==> src/rtl/uart_pkg.sv <==
// rtl/uart_pkg.sv - shared UART baud table, counter width and feeder FSM states
package uart_pkg;

    localparam int CNT_W = 18;

    // Divider per baud select; the transmitter indexes the same table.
    localparam logic [13:0] BAUD_DIV [0:7] = '{
        14'd2603, 14'd10415, 14'd5207, 14'd2603,
        14'd1301, 14'd650,   14'd433,  14'd216
    };

    typedef enum logic [1:0] {
        IDLE,
        START,
        WAIT_OK,
        GAP
    } feeder_state_t;

    function automatic logic [CNT_W-1:0] bit_period(input logic [2:0] baud);
        return CNT_W'(BAUD_DIV[baud]) + CNT_W'(1);
    endfunction

endpackage

==> src/rtl/uart_tx_feeder_if.sv <==
// rtl/uart_tx_feeder_if.sv - byte handshake between the feeder and the UART transmitter
interface uart_tx_feeder_if;

    logic [7:0] tx_dat;
    logic       tx_en;
    logic       tx_ing;
    logic       tx_ok;

    modport master (
        output tx_dat,
        output tx_en,
        input  tx_ing,
        input  tx_ok
    );

    modport slave (
        input  tx_dat,
        input  tx_en,
        output tx_ing,
        output tx_ok
    );

endinterface

==> src/rtl/uart_sync_fifo.sv <==
// rtl/uart_sync_fifo.sv - DEPTH x DW synchronous FIFO with registered flags and flush
module uart_sync_fifo #(
    parameter int DEPTH = 16,
    parameter int AW    = 4,
    parameter int DW    = 8
) (
    input  logic          clk,
    input  logic          rstn,
    input  logic          flush,
    input  logic          push,
    input  logic [DW-1:0] wdata,
    input  logic          pop,
    output logic [DW-1:0] rdata,
    output logic          full,
    output logic          empty,
    output logic [AW:0]   level
);

    logic [DW-1:0] mem [DEPTH];
    logic [AW-1:0] wr_ptr;
    logic [AW-1:0] rd_ptr;
    logic [AW:0]   lvl_nxt;
    logic          do_push;
    logic          do_pop;

    // Full is judged on the registered flag, so a pop in the same cycle cannot rescue a write.
    assign do_push = push && !full && !flush;
    assign do_pop  = pop && !empty && !flush;
    assign rdata   = mem[rd_ptr];

    always_comb begin
        lvl_nxt = level;
        if (do_push && !do_pop) begin
            lvl_nxt = level + (AW+1)'(1);
        end else if (!do_push && do_pop) begin
            lvl_nxt = level - (AW+1)'(1);
        end
    end

    always_ff @(posedge clk) begin
        if (do_push) begin
            mem[wr_ptr] <= wdata;
        end
    end

    always_ff @(posedge clk or negedge rstn) begin
        if (!rstn) begin
            wr_ptr <= '0;
            rd_ptr <= '0;
            level  <= '0;
            full   <= 1'b0;
            empty  <= 1'b1;
        end else if (flush) begin
            wr_ptr <= '0;
            rd_ptr <= '0;
            level  <= '0;
            full   <= 1'b0;
            empty  <= 1'b1;
        end else begin
            if (do_push) begin
                wr_ptr <= wr_ptr + AW'(1);
            end
            if (do_pop) begin
                rd_ptr <= rd_ptr + AW'(1);
            end
            level <= lvl_nxt;
            full  <= (lvl_nxt == (AW+1)'(DEPTH));
            empty <= (lvl_nxt == '0);
        end
    end

endmodule

==> src/rtl/uart_tx_feeder.sv <==
// rtl/uart_tx_feeder.sv - queues bytes and sequences them into the UART transmitter with stop-bit gaps
module uart_tx_feeder
    import uart_pkg::*;
#(
    parameter int DEPTH     = 16,
    parameter int AW        = 4,
    parameter int STOP_BITS = 1,
    parameter int TMO_BITS  = 11
) (
    input  logic              clk,
    input  logic              rstn,
    input  logic              wr_en,
    input  logic [7:0]        wr_dat,
    input  logic              flush,
    input  logic [2:0]        tx_baud,
    output logic              full,
    output logic              empty,
    output logic [AW:0]       level,
    output logic              overflow,
    output logic              tmo_err,
    output logic              busy,
    uart_tx_feeder_if.master  tx
);

    localparam logic [CNT_W-1:0] STOP_W = CNT_W'(STOP_BITS);
    localparam logic [CNT_W-1:0] TMO_W  = CNT_W'(TMO_BITS);

    feeder_state_t    state_q;
    logic [CNT_W-1:0] cnt_q;
    logic [CNT_W-1:0] period_q;
    logic [CNT_W-1:0] p_now;
    logic [CNT_W-1:0] gap_load;
    logic [CNT_W-1:0] tmo_lim;
    logic [7:0]       tx_dat_q;
    logic             tx_en_q;
    logic [7:0]       head;
    logic             pop;
    logic             unused_tx_ing;

    assign p_now    = bit_period(tx_baud);
    assign gap_load = STOP_W * p_now;
    assign tmo_lim  = TMO_W * period_q;
    assign pop      = (state_q == IDLE) && !empty && !flush;
    assign busy     = (state_q != IDLE) || !empty;

    assign tx.tx_dat     = tx_dat_q;
    assign tx.tx_en      = tx_en_q;
    assign unused_tx_ing = tx.tx_ing;

    uart_sync_fifo #(
        .DEPTH (DEPTH),
        .AW    (AW),
        .DW    (8)
    ) u_fifo (
        .clk   (clk),
        .rstn  (rstn),
        .flush (flush),
        .push  (wr_en),
        .wdata (wr_dat),
        .pop   (pop),
        .rdata (head),
        .full  (full),
        .empty (empty),
        .level (level)
    );

    always_ff @(posedge clk or negedge rstn) begin
        if (!rstn) begin
            state_q  <= IDLE;
            cnt_q    <= '0;
            period_q <= '0;
            tx_dat_q <= 8'h00;
            tx_en_q  <= 1'b0;
            overflow <= 1'b0;
            tmo_err  <= 1'b0;
        end else begin
            tx_en_q <= 1'b0;

            if (flush) begin
                overflow <= 1'b0;
                tmo_err  <= 1'b0;
            end else if (wr_en && full) begin
                overflow <= 1'b1;
            end

            // Flush never aborts a frame: the transmitter cannot be stopped once started.
            case (state_q)
                IDLE: begin
                    if (pop) begin
                        tx_dat_q <= head;
                        tx_en_q  <= 1'b1;
                        state_q  <= START;
                    end
                end
                START: begin
                    cnt_q    <= '0;
                    period_q <= p_now;
                    state_q  <= WAIT_OK;
                end
                WAIT_OK: begin
                    if (tx.tx_ok) begin
                        cnt_q    <= gap_load;
                        period_q <= p_now;
                        state_q  <= GAP;
                    end else if (cnt_q + CNT_W'(1) == tmo_lim) begin
                        tmo_err  <= 1'b1;
                        cnt_q    <= gap_load;
                        period_q <= p_now;
                        state_q  <= GAP;
                    end else begin
                        cnt_q <= cnt_q + CNT_W'(1);
                    end
                end
                GAP: begin
                    if (cnt_q == '0) begin
                        state_q <= IDLE;
                    end else begin
                        cnt_q <= cnt_q - CNT_W'(1);
                    end
                end
                default: state_q <= IDLE;
            endcase
        end
    end

endmodule

==> src/flat_wrapper.sv <==
// flat-port wrapper written by rule: the top's interface ports become plain ports
module uart_tx_feeder_flat import uart_pkg::*;
#(
    parameter int DEPTH     = 16,
    parameter int AW        = 4,
    parameter int STOP_BITS = 1,
    parameter int TMO_BITS  = 11
)
  (clk, rstn, wr_en, wr_dat, flush, tx_baud, full, empty, level, overflow, tmo_err, busy, tx_tx_dat, tx_tx_en, tx_tx_ing, tx_tx_ok);
  uart_tx_feeder_if tx_i ();
  input  logic clk;
  input  logic rstn;
  input  logic wr_en;
  input  logic [7:0] wr_dat;
  input  logic flush;
  input  logic [2:0] tx_baud;
  output logic full;
  output logic empty;
  output logic [AW:0] level;
  output logic overflow;
  output logic tmo_err;
  output logic busy;
  output wire logic [$bits(tx_i.tx_dat)-1:0] tx_tx_dat;
  output wire logic [$bits(tx_i.tx_en)-1:0] tx_tx_en;
  input wire logic [$bits(tx_i.tx_ing)-1:0] tx_tx_ing;
  input wire logic [$bits(tx_i.tx_ok)-1:0] tx_tx_ok;
  assign tx_tx_dat = tx_i.tx_dat;
  assign tx_tx_en = tx_i.tx_en;
  assign tx_i.tx_ing = tx_tx_ing;
  assign tx_i.tx_ok = tx_tx_ok;
  uart_tx_feeder #(.DEPTH(DEPTH), .AW(AW), .STOP_BITS(STOP_BITS), .TMO_BITS(TMO_BITS)) u_core (.clk(clk), .rstn(rstn), .wr_en(wr_en), .wr_dat(wr_dat), .flush(flush), .tx_baud(tx_baud), .full(full), .empty(empty), .level(level), .overflow(overflow), .tmo_err(tmo_err), .busy(busy), .tx(tx_i));
endmodule
==> config.mk <==
export PLATFORM = sky130hd
export DESIGN_NAME = uart_tx_feeder_flat
export DESIGN_NICKNAME = d
export VERILOG_FILES = /design/src/rtl/uart_pkg.sv /design/src/rtl/uart_tx_feeder_if.sv /design/src/rtl/uart_sync_fifo.sv /design/src/rtl/uart_tx_feeder.sv /design/src/flat_wrapper.sv
export SDC_FILE = /design/constraint.sdc
export NUM_CORES = 1
export LEC_CHECK = 0
export CELL_PAD_IN_SITES_DETAIL_PLACEMENT = 1
export CELL_PAD_IN_SITES_GLOBAL_PLACEMENT = 2
export CORE_MARGIN = 2
export CORE_UTILIZATION = 30
export CTS_CLUSTER_SIZE = 24
export DETAILED_ROUTE_END_ITERATION = 8
export PLACE_DENSITY_LB_ADDON = 0.3
export SYNTH_ARGS = -nofsm -noshare
export SYNTH_HDL_FRONTEND = slang
export SYNTH_HIERARCHICAL = 1
export SYNTH_SLANG_ARGS = --single-unit
==> constraint.sdc <==
create_clock -name clk -period 4.6 [get_ports clk]
set_clock_uncertainty 0.15 [all_clocks]
set_input_delay 0.46 -clock clk [delete_from_list [all_inputs] [get_ports clk]]
set_output_delay 0.46 -clock clk [all_outputs]
set_load 0.05 [all_outputs]
==> results by group, run 1 <==
Outcome
  – Outcome: complete, but fails checks
  – Failing checks: hold timing

Global route
  – GR Util All Layers: 0.1521
  – Met1 GRT Util: 0.2250
  – Largest net degree at the start of global routing: 62
  – Global Route met2 Usage: 0.2369
  – First-pass GRT wire length: about 45000 um
  – GRT Max-Usage Layer: met2
  – Initial antenna violation count: 1
  – M3 GR Usage: 0.02209
  – Gr ovfl total: 0
  – Vias in the first global route: 7571

Power and ir drop
  – Leakage: 0.004541 uW
  – Maximum vdd ir drop: between 0.4 and 0.5 mV
  – Pwr Density: about 750 mW/mm^2

CTS
  – H-tree levels: 4
  – Setup bufs post-CTS: 0
  – CTS hold repair buffers: 0
  – CTS Sinks: roughly 190
  – CTS root buffer: clkbuf_16
  – Clk pin slew, worst setup/hold paths: approximately 0.070 ns
  – Total CTS buffers: 17
  – Clk buf depth: 2
  – Clock latency at the later pin of the worst-skew pair: about 0.44 ns
  – CTS tree: done

Critical path
  – CP startpoint kind: register
  – CP max FO: 9
  – R2R setup slack: ~0.16 ns
  – Worst EP arrival: 4.58 ns
  – Worst path required time: between 4 and 5 ns
  – Crit. End Element: register
  – Crit Path Class: reg -> reg

Timing
  – Slew Viols, Final: 0
  – Final min period: 4.441 ns
  – Final Setup Violations: 0
  – TNS Setup: 0 ns
  – Max Clk Rate: between 200 and 250 MHz
  – Final Cycle Share: 0.9655
  – Worst rel slew slack: 0.3840
  – Final hold viol count: 9
  – RSZ-0062 raised after global routing: true
  – Final hold slack: -0.008206 ns
  – Actual slew at the worst max-slew pin: 0.9241 ns

Cells and area
  – Fillers: about 3900
  – Cell area after layout: 0.01233 mm^2
  – Share of cells above drive strength 1: 0.1464
  – Antenna Cells: 0
  – Fin nets: ~1000
  – Area delta synth->final: 13.60%
  – Area of the multi-input gates: roughly 0.0052 mm^2
  – Final core occ: 0.3467
  – Register Area: approximately 0.0054 mm^2

Floorplanning
  – Die ar.: 0.03772 mm^2
  – Num rows: 69
  – Die width: 194.2 um
  – CORE AREA: around 0.036 mm^2
  – Initial Util: 0.3052
  – I/O pin count: 36
  – Die H: about 190 um

Job
  – Number of max-cap violations: 0

Synthesis
  – Sequential-to-total area share from yosys stat: 0.4949
  – Top cell type's share of synthesized area: 0.3541
  – Async S/R FF share, synth: 0.3228
  – Synth area leader: edfxtp_1
  – Yosys warns: 6
  – Top cells by count, synth: 128 x edfxtp_1, 63 x nand2_1, 60 x dfrtp_1
  – Yosys reg bits: 189
  – Post-synth EDFFs: 128
  – Cells taking the most area after synthesis: edfxtp_1 35%, dfrtp_1 14%, ha_1 5.9%
  – Mapped Area: 0.01085 mm^2
  – Post-Syn Area per Cell: 12.09 um^2
  – Top-count cell post-synth: edfxtp_1
  – Synth Instances: 898
  – Library cells used by synthesis: 92
  – Primary FF master, synth: edfxtp_1
  – Mapped Nets: a little under 1000

Placement
  – GPL Wtd Cong: 0.7581
  – Dpl hpwl: just over 20000 um
  – PortBufs: 34
  – Placed Area: 0.01172 mm^2

Hold path
  – Worst min path class: in -> async

Detailed routing
  – Drt wl/cell: around 20 um
  – DRC: 0
  – Iter 0 DRT Violations: between 300 and 400
  – DR pass1 iterations: 4
  – Post-DR vias/cell: 5.188
  – Antenna Nets Post-Route: 0
  – Final WL: around 28000 um
  – Total number of vias: just over 7000
## layout make-up
| type | count | area share |
|---|---|---|
| inverter | 30 | 0.009132 |
| clock buffer | 20 | 0.03704 |
| tap | 461 | 0.04678 |
| clock inverter | 12 | 0.01005 |
| sequential | 189 | 0.4357 |
| timing repair buffer | 57 | 0.04272 |
| multi-input combinational | 628 | 0.4186 |
## power by group
group	switching, uW	total, uW	internal (uW)
Sequential	291	2290	1990
Combinational	3080	5500	2420
Clock	710	1460	749
## metal layers
layer  up-vias  share of wire
met2        91           0.45
met3        15          0.029
met5         -              0
met4         0         0.0086
met1      3681           0.51
li1       3460              -
## critical path, cell delays in order, from the launching register on
cell,delay [ns]
dfrtp_1,0.45
ha_1,0.32
inv_1,0.05
fa_1,0.49
inv_1,0.04
ha_1,0.30
a21o_1,0.26
a21oi_1,0.19
or3b_1,0.36
o211a_1,0.23
o21a_1,0.18
o2111a_1,0.32
a21oi_1,0.25
buf_6,0.20
mux2i_1,0.34
o221ai_1,0.15
## sequential cells by signal, indices dropped and copies added (netlist names)
| name | flops |
|---|---|
| u_core/cnt_q | 18 |
| u_core/overflow | 1 |
| u_core/period_q | 15 |
| u_core/state_q | 2 |
| u_core/tmo_err | 1 |
| u_core/tx.tx_dat | 8 |
| u_core/tx.tx_en | 1 |
| u_core/u_fifo/empty | 1 |
| u_core/u_fifo/full | 1 |
| u_core/u_fifo/level | 5 |
| u_core/u_fifo/mem | 128 |
| u_core/u_fifo/rd_ptr | 4 |
| u_core/u_fifo/wr_ptr | 4 |
## metrics by stage
| stage | std cells | power (uW) | hold slack, ns | setup WS [ns] |
|---|---|---|---|---|
| 2_1_floorplan | 898 | 6306 | 0.01441 | 0.3825 |
| 3_3_place_gp | 1365 | 7667 | 0.3382 | 0.1067 |
| 3_5_place_dp | 1365 | 7721 | 0.3494 | 0.05026 |
| 4_1_cts | 1397 | 9216 | 0.04273 | 0.01141 |
| 5_1_grt | 1397 | 9971 | 0.05805 | -0.02495 |
| 6_report | 1397 | 9249 | -0.008206 | 0.1586 |
## cells in the final DEF (no fill, tap or decap), types with 5 or more instances in the layout
master	n
mux2i_1	39
nor3_1	27
nand2b_1	10
clkbuf_16	17
inv_6	5
fa_1	12
mux2_4	7
nand2_1	63
clkdlybuf4s50_1	33
xnor2_1	29
inv_1	30
nand4_1	8
xor2_1	15
a221oi_1	10
o221ai_1	6
nand3_1	16
and3_1	6
edfxtp_1	128
o21a_1	6
nor2_1	49
a21o_1	12
nor2b_1	7
or3_1	9
o21ai_0	38
a21oi_1	42
mux4_2	16
mux2_2	22
dfrtp_1	59
nor4_1	9
a22oi_1	10
ha_1	49
buf_4	22
## timing repair
action	CTS	global route
resized for setup	0	8
hold endpoints to repair	0	0
endpoints found under the setup margin	0	28
## logic make-up (layout without fill, tap and decap cells)
| family | Yosys count | count (layout) | share of synthesized area |
|---|---|---|---|
| mux | 87 | 87 | 0.1057 |
| simple gates | 241 | 241 | 0.1208 |
| fa+ha+maj | 63 | 63 | 0.08092 |
| buf+inv | 81 | 119 | 0.03297 |
| compound gates | 189 | 189 | 0.1209 |
| flops | 189 | 189 | 0.4949 |
| xor+xnor | 48 | 48 | 0.04380 |
## worst paths after layout
kind | from | to | cells past startpoint
max in group asynchronous | rstn | u_core/u_fifo/rd_ptr[0]$_DFFE_PN0P_ | 1
min in group clk | u_core/tx.tx_dat[4]$_DFFE_PN0P_ | u_core/tx.tx_dat[4]$_DFFE_PN0P_ | 1
max reg2reg | u_core/period_q[11]$_DFFE_PN0P_ | u_core/cnt_q[1]$_DFFE_PN0P_ | 15
min reg2reg | u_core/tx.tx_dat[4]$_DFFE_PN0P_ | u_core/tx.tx_dat[4]$_DFFE_PN0P_ | 1
min | rstn | u_core/period_q[0]$_DFFE_PN0P_ | 1
max | u_core/period_q[11]$_DFFE_PN0P_ | u_core/cnt_q[1]$_DFFE_PN0P_ | 15
No activity file was read; power rests on OpenSTA's default activity.
==> inputs of run 2 (changes only) <==
--- a/config.mk
+++ b/config.mk
@@ -12,6 +12,7 @@
 export CTS_CLUSTER_SIZE = 24
 export DETAILED_ROUTE_END_ITERATION = 8
 export PLACE_DENSITY_LB_ADDON = 0.3
+export SETUP_SLACK_MARGIN = 0.2
 export SYNTH_ARGS = -nofsm -noshare
 export SYNTH_HDL_FRONTEND = slang
 export SYNTH_HIERARCHICAL = 1
==> run 2 against run 1 <==
Net effect: the run still ends with hold timing left; power is 5.2% higher; design area is 2.2% higher; count of clock-buffer cells in the layout stayed put; worst setup slack better by 0.17 ns.
==> results by group, run 2 (synthesized netlist as in run 1, its figures left out) <==
Timing
  – Slew Viols, Final: 0 (unchanged)
  – Max Clk Rate: 234.4 MHz (+4.1%)
  – Final min period: 4.266 ns (-0.1749 ns)
  – RSZ-0062 raised after global routing: true
  – TNS Setup: 0 ns (unchanged)
  – Final Cycle Share: 0.9275 (-0.03803)
  – Actual slew at the worst max-slew pin: 0.9273 ns (+0.003201 ns)
  – Final hold slack: -0.006639 ns (+0.001567 ns)
  – Worst rel slew slack: 0.3818 (-0.002134)
  – Final hold viol count: 8 (-1)
  – Final Setup Violations: 0 (unchanged)

Power and ir drop
  – Maximum vdd ir drop: 0.3850 mV (-8.7%)
  – Pwr Total: 9727 uW (+5.2%)
  – Leakage: 0.004607 uW (+1.5%)
  – Pwr Density: 772.1 mW/mm^2 (+2.9%)

Critical path
  – Worst EP arrival: 4.44 ns (-0.14 ns)
  – CP startpoint kind: register
  – Crit. End Element: register
  – Worst path required time: 4.77 ns (+0.03 ns)
  – Crit Path Class: reg -> reg
  – CP max FO: 12 (+3)

CTS
  – CTS hold repair buffers: 0 (unchanged)
  – CTS tree: done
  – CTS root buffer: clkbuf_16
  – Clk pin slew, worst setup/hold paths: 0.07 ns (about the same)
  – CTS Sinks: 189 (unchanged)
  – Total CTS buffers: 17 (unchanged)
  – Clk buf depth: 2 (unchanged)
  – Clock latency at the later pin of the worst-skew pair: 0.44 ns (about the same)
  – H-tree levels: 4 (unchanged)

Hold path
  – Worst min path class: in -> async

Cells and area
  – Most common cell after layout, fill and taps aside: edfxtp_1
  – Commonest non-fill, non-tap cells in the layout: 128 x edfxtp_1, 63 x nand2_1, 51 x dfrtp_1, 48 x nor2_1, 45 x ha_1
  – Final core occ: 0.3542 (+0.007528)
  – Share of cells above drive strength 1: 0.1890 (+0.04265)
  – Fin nets: 1014 (+1.1%)
  – Area delta synth->final: 16.07%
  – Biggest regs: u_core/u_fifo/mem: 128 flops, u_core/cnt_q: 18 flops, u_core/period_q: 15 flops
  – Fillers: 3843 (-0.39%)
  – Largest Register: u_core/u_fifo/mem
  – Largest register FFs: 128 (unchanged)

Outcome
  – Failing checks: hold timing
  – Outcome: complete, but fails checks

Detailed routing
  – Total number of vias: 7331 (+1.2%)
  – Post-DR vias/cell: 5.203 (+0.30%)
  – DRC: 0 (unchanged)
  – DR pass1 iterations: 4 (unchanged)
  – Antenna Nets Post-Route: 0 (unchanged)
  – Final WL: 28220 um (+0.85%)
  – Drt wl/cell: 20.03 um (about the same)
  – Iter 0 DRT Violations: 365 (+4.0%)

Floorplanning
  – Initial Util: 0.3052 (unchanged)
  – Die width: 194.2 um (unchanged)
  – Num rows: 69 (unchanged)
  – CORE AREA: 0.03557 mm^2 (unchanged)
  – Die ar.: 0.03772 mm^2 (unchanged)
  – Die H: 194.2 um (unchanged)
  – I/O pin count: 36 (unchanged)

Placement
  – PortBufs: 34 (unchanged)
  – GPL Wtd Cong: 0.7581 (unchanged)
  – Dpl hpwl: 20730 um (unchanged)

Global route
  – M3 GR Usage: 0.02209 (unchanged)
  – Global Route met2 Usage: 0.2369 (unchanged)
  – GR Util All Layers: 0.1521 (about the same)
  – Gr ovfl total: 0 (unchanged)
  – First-pass GRT wire length: 44930 um (+0.12%)
  – Vias in the first global route: 7576 (+0.066%)
  – GRT Max-Usage Layer: met2
  – Initial antenna violation count: 1 (unchanged)
  – Largest net degree at the start of global routing: 62 (unchanged)
  – Met1 GRT Util: 0.2252 (about the same)

Job
  – Number of max-cap violations: 0 (unchanged)
## run 2: cell types whose count changed in the layout (fill, tap and decap cells not counted), moves of 2 or more
cell | previous run | this run
ha_4 | 0 | 4
dfrtp_2 | 1 | 9
a21oi_1 | 42 | 38
mux2i_4 | 1 | 3
dfrtp_1 | 59 | 51
a21oi_2 | 3 | 6
ha_1 | 49 | 45
nor3_2 | 2 | 4
buf_4 | 22 | 31
nor3_1 | 27 | 25
## run 2: metrics by stage
step | cells | setup slack (ns) | cell area [um^2]
floorplan | 898 | 0.3825 | 10850
global placement | 1365 | 0.1067 | 11720
detailed placement | 1365 | 0.05026 | 11720
CTS | 1397 | 0.1879 | 12330
global route | 1408 | 0.1784 | 12600
finish | 1409 | 0.3335 | 12600
## run 2: report_power, final
part	internal, uW	switching (uW)
clock network	749	709
registers	2000	282
logic	2680	3300
## run 2: area by class of cell
| type | instances | area (um^2) | area share |
|---|---|---|---|
| antenna | 1 | 2.502 | 0.0001986 |
| clock buffer | 20 | 456.7 | 0.03625 |
| clock inverter | 12 | 123.9 | 0.009832 |
| inverter | 30 | 112.6 | 0.008938 |
| multi-input combinational | 628 | 5324 | 0.4226 |
| sequential | 189 | 5383 | 0.4273 |
| tap | 461 | 576.8 | 0.04578 |
| timing repair buffer | 68 | 619.3 | 0.04916 |
## run 2: routing by layer
| layer | routed length (um) | up-vias |
|---|---|---|
| met5 | 0 | - |
| met4 | 242 | 0 |
| met3 | 651 | 15 |
| met2 | 12970 | 88 |
| met1 | 14360 | 3750 |
| li1 | - | 3478 |
## run 2: path summary, 6_finish.rpt
| check | startpoint | to | slack [ns] | cells after the start |
|---|---|---|---|---|
| max in group asynchronous | rstn | u_core/u_fifo/rd_ptr[0]$_DFFE_PN0P_ | 3.63 | 1 |
| min reg2reg | u_core/tx.tx_dat[4]$_DFFE_PN0P_ | u_core/tx.tx_dat[4]$_DFFE_PN0P_ | 0.36 | 1 |
| max reg2reg | u_core/period_q[1]$_DFFE_PN0P_ | u_core/period_q[11]$_DFFE_PN0P_ | 0.33 | 14 |
| max | u_core/period_q[1]$_DFFE_PN0P_ | u_core/period_q[11]$_DFFE_PN0P_ | 0.33 | 14 |
| min | rstn | u_core/period_q[0]$_DFFE_PN0P_ | -0.007 | 1 |
| min in group clk | u_core/tx.tx_dat[4]$_DFFE_PN0P_ | u_core/tx.tx_dat[4]$_DFFE_PN0P_ | 0.36 | 1 |
## run 2: what timing repair did
item                                    4_1_cts  5_1_grt
setup buffers                                 0       10
gates resized for setup                       7       36
pin swaps                                     1       13
gates cloned                                  0        1
endpoints found under the setup margin       27       26
## run 2: critical path: stages (launching register included)
cell	delay, ns
dfrtp_1	0.43
ha_1	0.34
fa_1	0.52
ha_4	0.31
xor2_1	0.18
xnor3_1	0.25
nor4_2	0.28
o211ai_1	0.23
nor4_2	0.28
o2111ai_2	0.22
nor4_4	0.24
buf_4	0.18
o21ai_4	0.08
buf_12	0.17
mux2_4	0.29
==> variant, RTL diff (flow settings as in run 2) <==
`AW` is set to 4 in 3 places; all go to 3.
--- a/src/rtl/uart_sync_fifo.sv
+++ b/src/rtl/uart_sync_fifo.sv
@@ -1,7 +1,7 @@
 // rtl/uart_sync_fifo.sv - DEPTH x DW synchronous FIFO with registered flags and flush
 module uart_sync_fifo #(
     parameter int DEPTH = 16,
-    parameter int AW    = 4,
+    parameter int AW    = 3,
     parameter int DW    = 8
 ) (
     input  logic          clk,
--- a/src/rtl/uart_tx_feeder.sv
+++ b/src/rtl/uart_tx_feeder.sv
@@ -3,7 +3,7 @@
     import uart_pkg::*;
 #(
     parameter int DEPTH     = 16,
-    parameter int AW        = 4,
+    parameter int AW        = 3,
     parameter int STOP_BITS = 1,
     parameter int TMO_BITS  = 11
 ) (
--- a/src/flat_wrapper.sv
+++ b/src/flat_wrapper.sv
@@ -2,7 +2,7 @@
 module uart_tx_feeder_flat import uart_pkg::*;
 #(
     parameter int DEPTH     = 16,
-    parameter int AW        = 4,
+    parameter int AW        = 3,
     parameter int STOP_BITS = 1,
     parameter int TMO_BITS  = 11
 )
Interface: changed (resized level); port bits go from 36 to 35. The function was not compared with the original's and may differ.
==> variant against run 2 <==
- fmax is 1.0% higher
- synthesized area shrank 29%
- hold slack better by 42 ps
- design area down 27%
- worst setup slack improved by 43 ps
- sequential cell count decreased by 67
- power decreased by 19%
- wire length is 24% lower
- critical endpoint is now u_core/period_q[7]
==> variant: results (changes against run 2) <==
stage	metric	value	unit	change
route	DR vias/cell	5.24		was 5.20
yosys	Unique masters post-synth	70		was 92
grt	pin count of the biggest net entering global routing	37		was 62
layout	layout cell share with drive strength beyond 1	16.7	%	was 18.9%
grt	met3 GRT Util	3.14	%	was 2.21%
critical_path	Crit path arrival time	4370	ps	was 4440 ps
yosys	Post-synth EDFFs	64		was 128
layout	# fillers	2753		was 3843
route	DRC errors left	0		unchanged
placed_design	DP Cell Count	1024		was 1365
yosys	dominant cells by area after synthesis	edfxtp_1 (25%), dfrtp_1 (18%), ha_1 (7.8%)		was edfxtp_1 (35%), dfrtp_1 (14%), ha_1 (5.9%)
grt	vias in the first global route	5904		was 7576
critical_path	worst r2r src	u_core/period_q[3]		was u_core/period_q[1]
critical_path	Slowest-stage cell, CP	fa_1		unchanged
critical_path	CP peak stage delay	540	ps	was 520 ps
power_and_ir_drop	VDD IR max	0.374	mV	was 0.385 mV
grt	met1 Resource Use GR	22.4	%	was 22.5%
route	DRT iter0 DRCs	357		was 365
grt	first-pass GRT wire length	33700	µm	was 44900 µm
layout	top flop regs	u_core/u_fifo/mem (64), u_core/cnt_q (18), u_core/period_q (15)		was u_core/u_fifo/mem (128), u_core/cnt_q (18), u_core/period_q (15)
grt	initial antenna violation count	0		was 1
yosys	Synth Area per Inst	11.4	µm²	was 12.1 µm²
power_and_ir_drop	Clk pwr share	17.3	%	was 15.0%
placed_design	PortBufs	33		was 34
timing	Slew headroom	27.5	%	was 38.2%
layout	final std cells w/o fill	1060		was 1409
yosys	Post-synth ARST share	47.5	%	was 32.3%
critical_path	CP top delay family	compound AO/OA/AOI/OAI gates		was adder cells
yosys	Syn Nets	757		was 978
layout	Final nets	794		was 1014
layout	ant diodes	0		was 1
status	outcome	finished, final reports clean		was complete, but fails checks
power_and_ir_drop	Comb. pwr	4930	µW	was 5990 µW
grt	GRT Overall Usage	16.5	%	was 15.2%
grt	met2 GRT Util	27.1	%	was 23.7%
power_and_ir_drop	Sw Pwr	3440	µW	was 4290 µW
route	DRT Wirelength	21500	µm	was 28200 µm
yosys	most common library cells after synthesis	edfxtp_1 (64), dfrtp_1 (57), ha_1 (48)		was edfxtp_1 (128), nand2_1 (63), dfrtp_1 (60)
critical_path	R2R cell count	15		was 14
critical_path	crit-path max FO	7		was 12
power_and_ir_drop	Pleak	0.00356	µW	was 0.00461 µW
placed_design	gpl congestion	0.799		was 0.758
yosys	register area share after synthesis	43.7	%	was 49.5%
-- variant: through the flow --
step | hold WS, ps | total power (µW) | setup slack (ps) | utilization, % | area [µm²]
CTS | 62.4 | 7590 | 238 | 35.8 | 9050
global placement | 332 | 5980 | -24.2 | 33.4 | 8430
finish | 35.3 | 7920 | 376 | 36.4 | 9180
global route | 107 | 8510 | 238 | 36.4 | 9180
detailed placement | 345 | 6110 | -107 | 33.4 | 8430
floorplan | 14.4 | 4870 | 498 | - | 7720
-- variant: path summary, 6_finish.rpt --
check	end	slack (ps)
hold / removal	u_core/tx.tx_dat[4]	40
min in group clk	u_core/overflow	360
setup reg to reg	u_core/period_q[7]	380
hold reg to reg	u_core/overflow	360
max in group asynchronous	u_core/period_q[11]	3280
setup / recovery	u_core/period_q[7]	380
-- variant: cell type report --
class	count	area (µm²)	area share, %
repair buffers	58	556	6.05
inverters	27	101	1.10
clock buffers	17	425	4.63
clock inverters	15	174	1.89
well taps	330	413	4.50
flip-flops and latches	122	3380	36.8
multi-input cells	491	4130	45.0
-- variant: routing by layer --
| metal | part of all wire, % | wire length (µm) |
|---|---|---|
| met5 | 0 | 0 |
| met4 | 0.76 | 163 |
| met3 | 3.2 | 682 |
| met2 | 49 | 10600 |
| met1 | 47 | 10100 |
-- variant: cell families after synthesis --
kind of cell,synth area share (%)
buf+inv,4.05
fa+ha+maj,10.9
mux,10.7
flops,43.7
compound gates,11.7
xor+xnor,6.82
simple gates,12.2
-- variant: repair_timing --
action,CTS,global route
gates resized for setup,3,21
cloned,0,1
setup endpoints to repair,24,28
pin swaps,1,6
buffers inserted,1,2
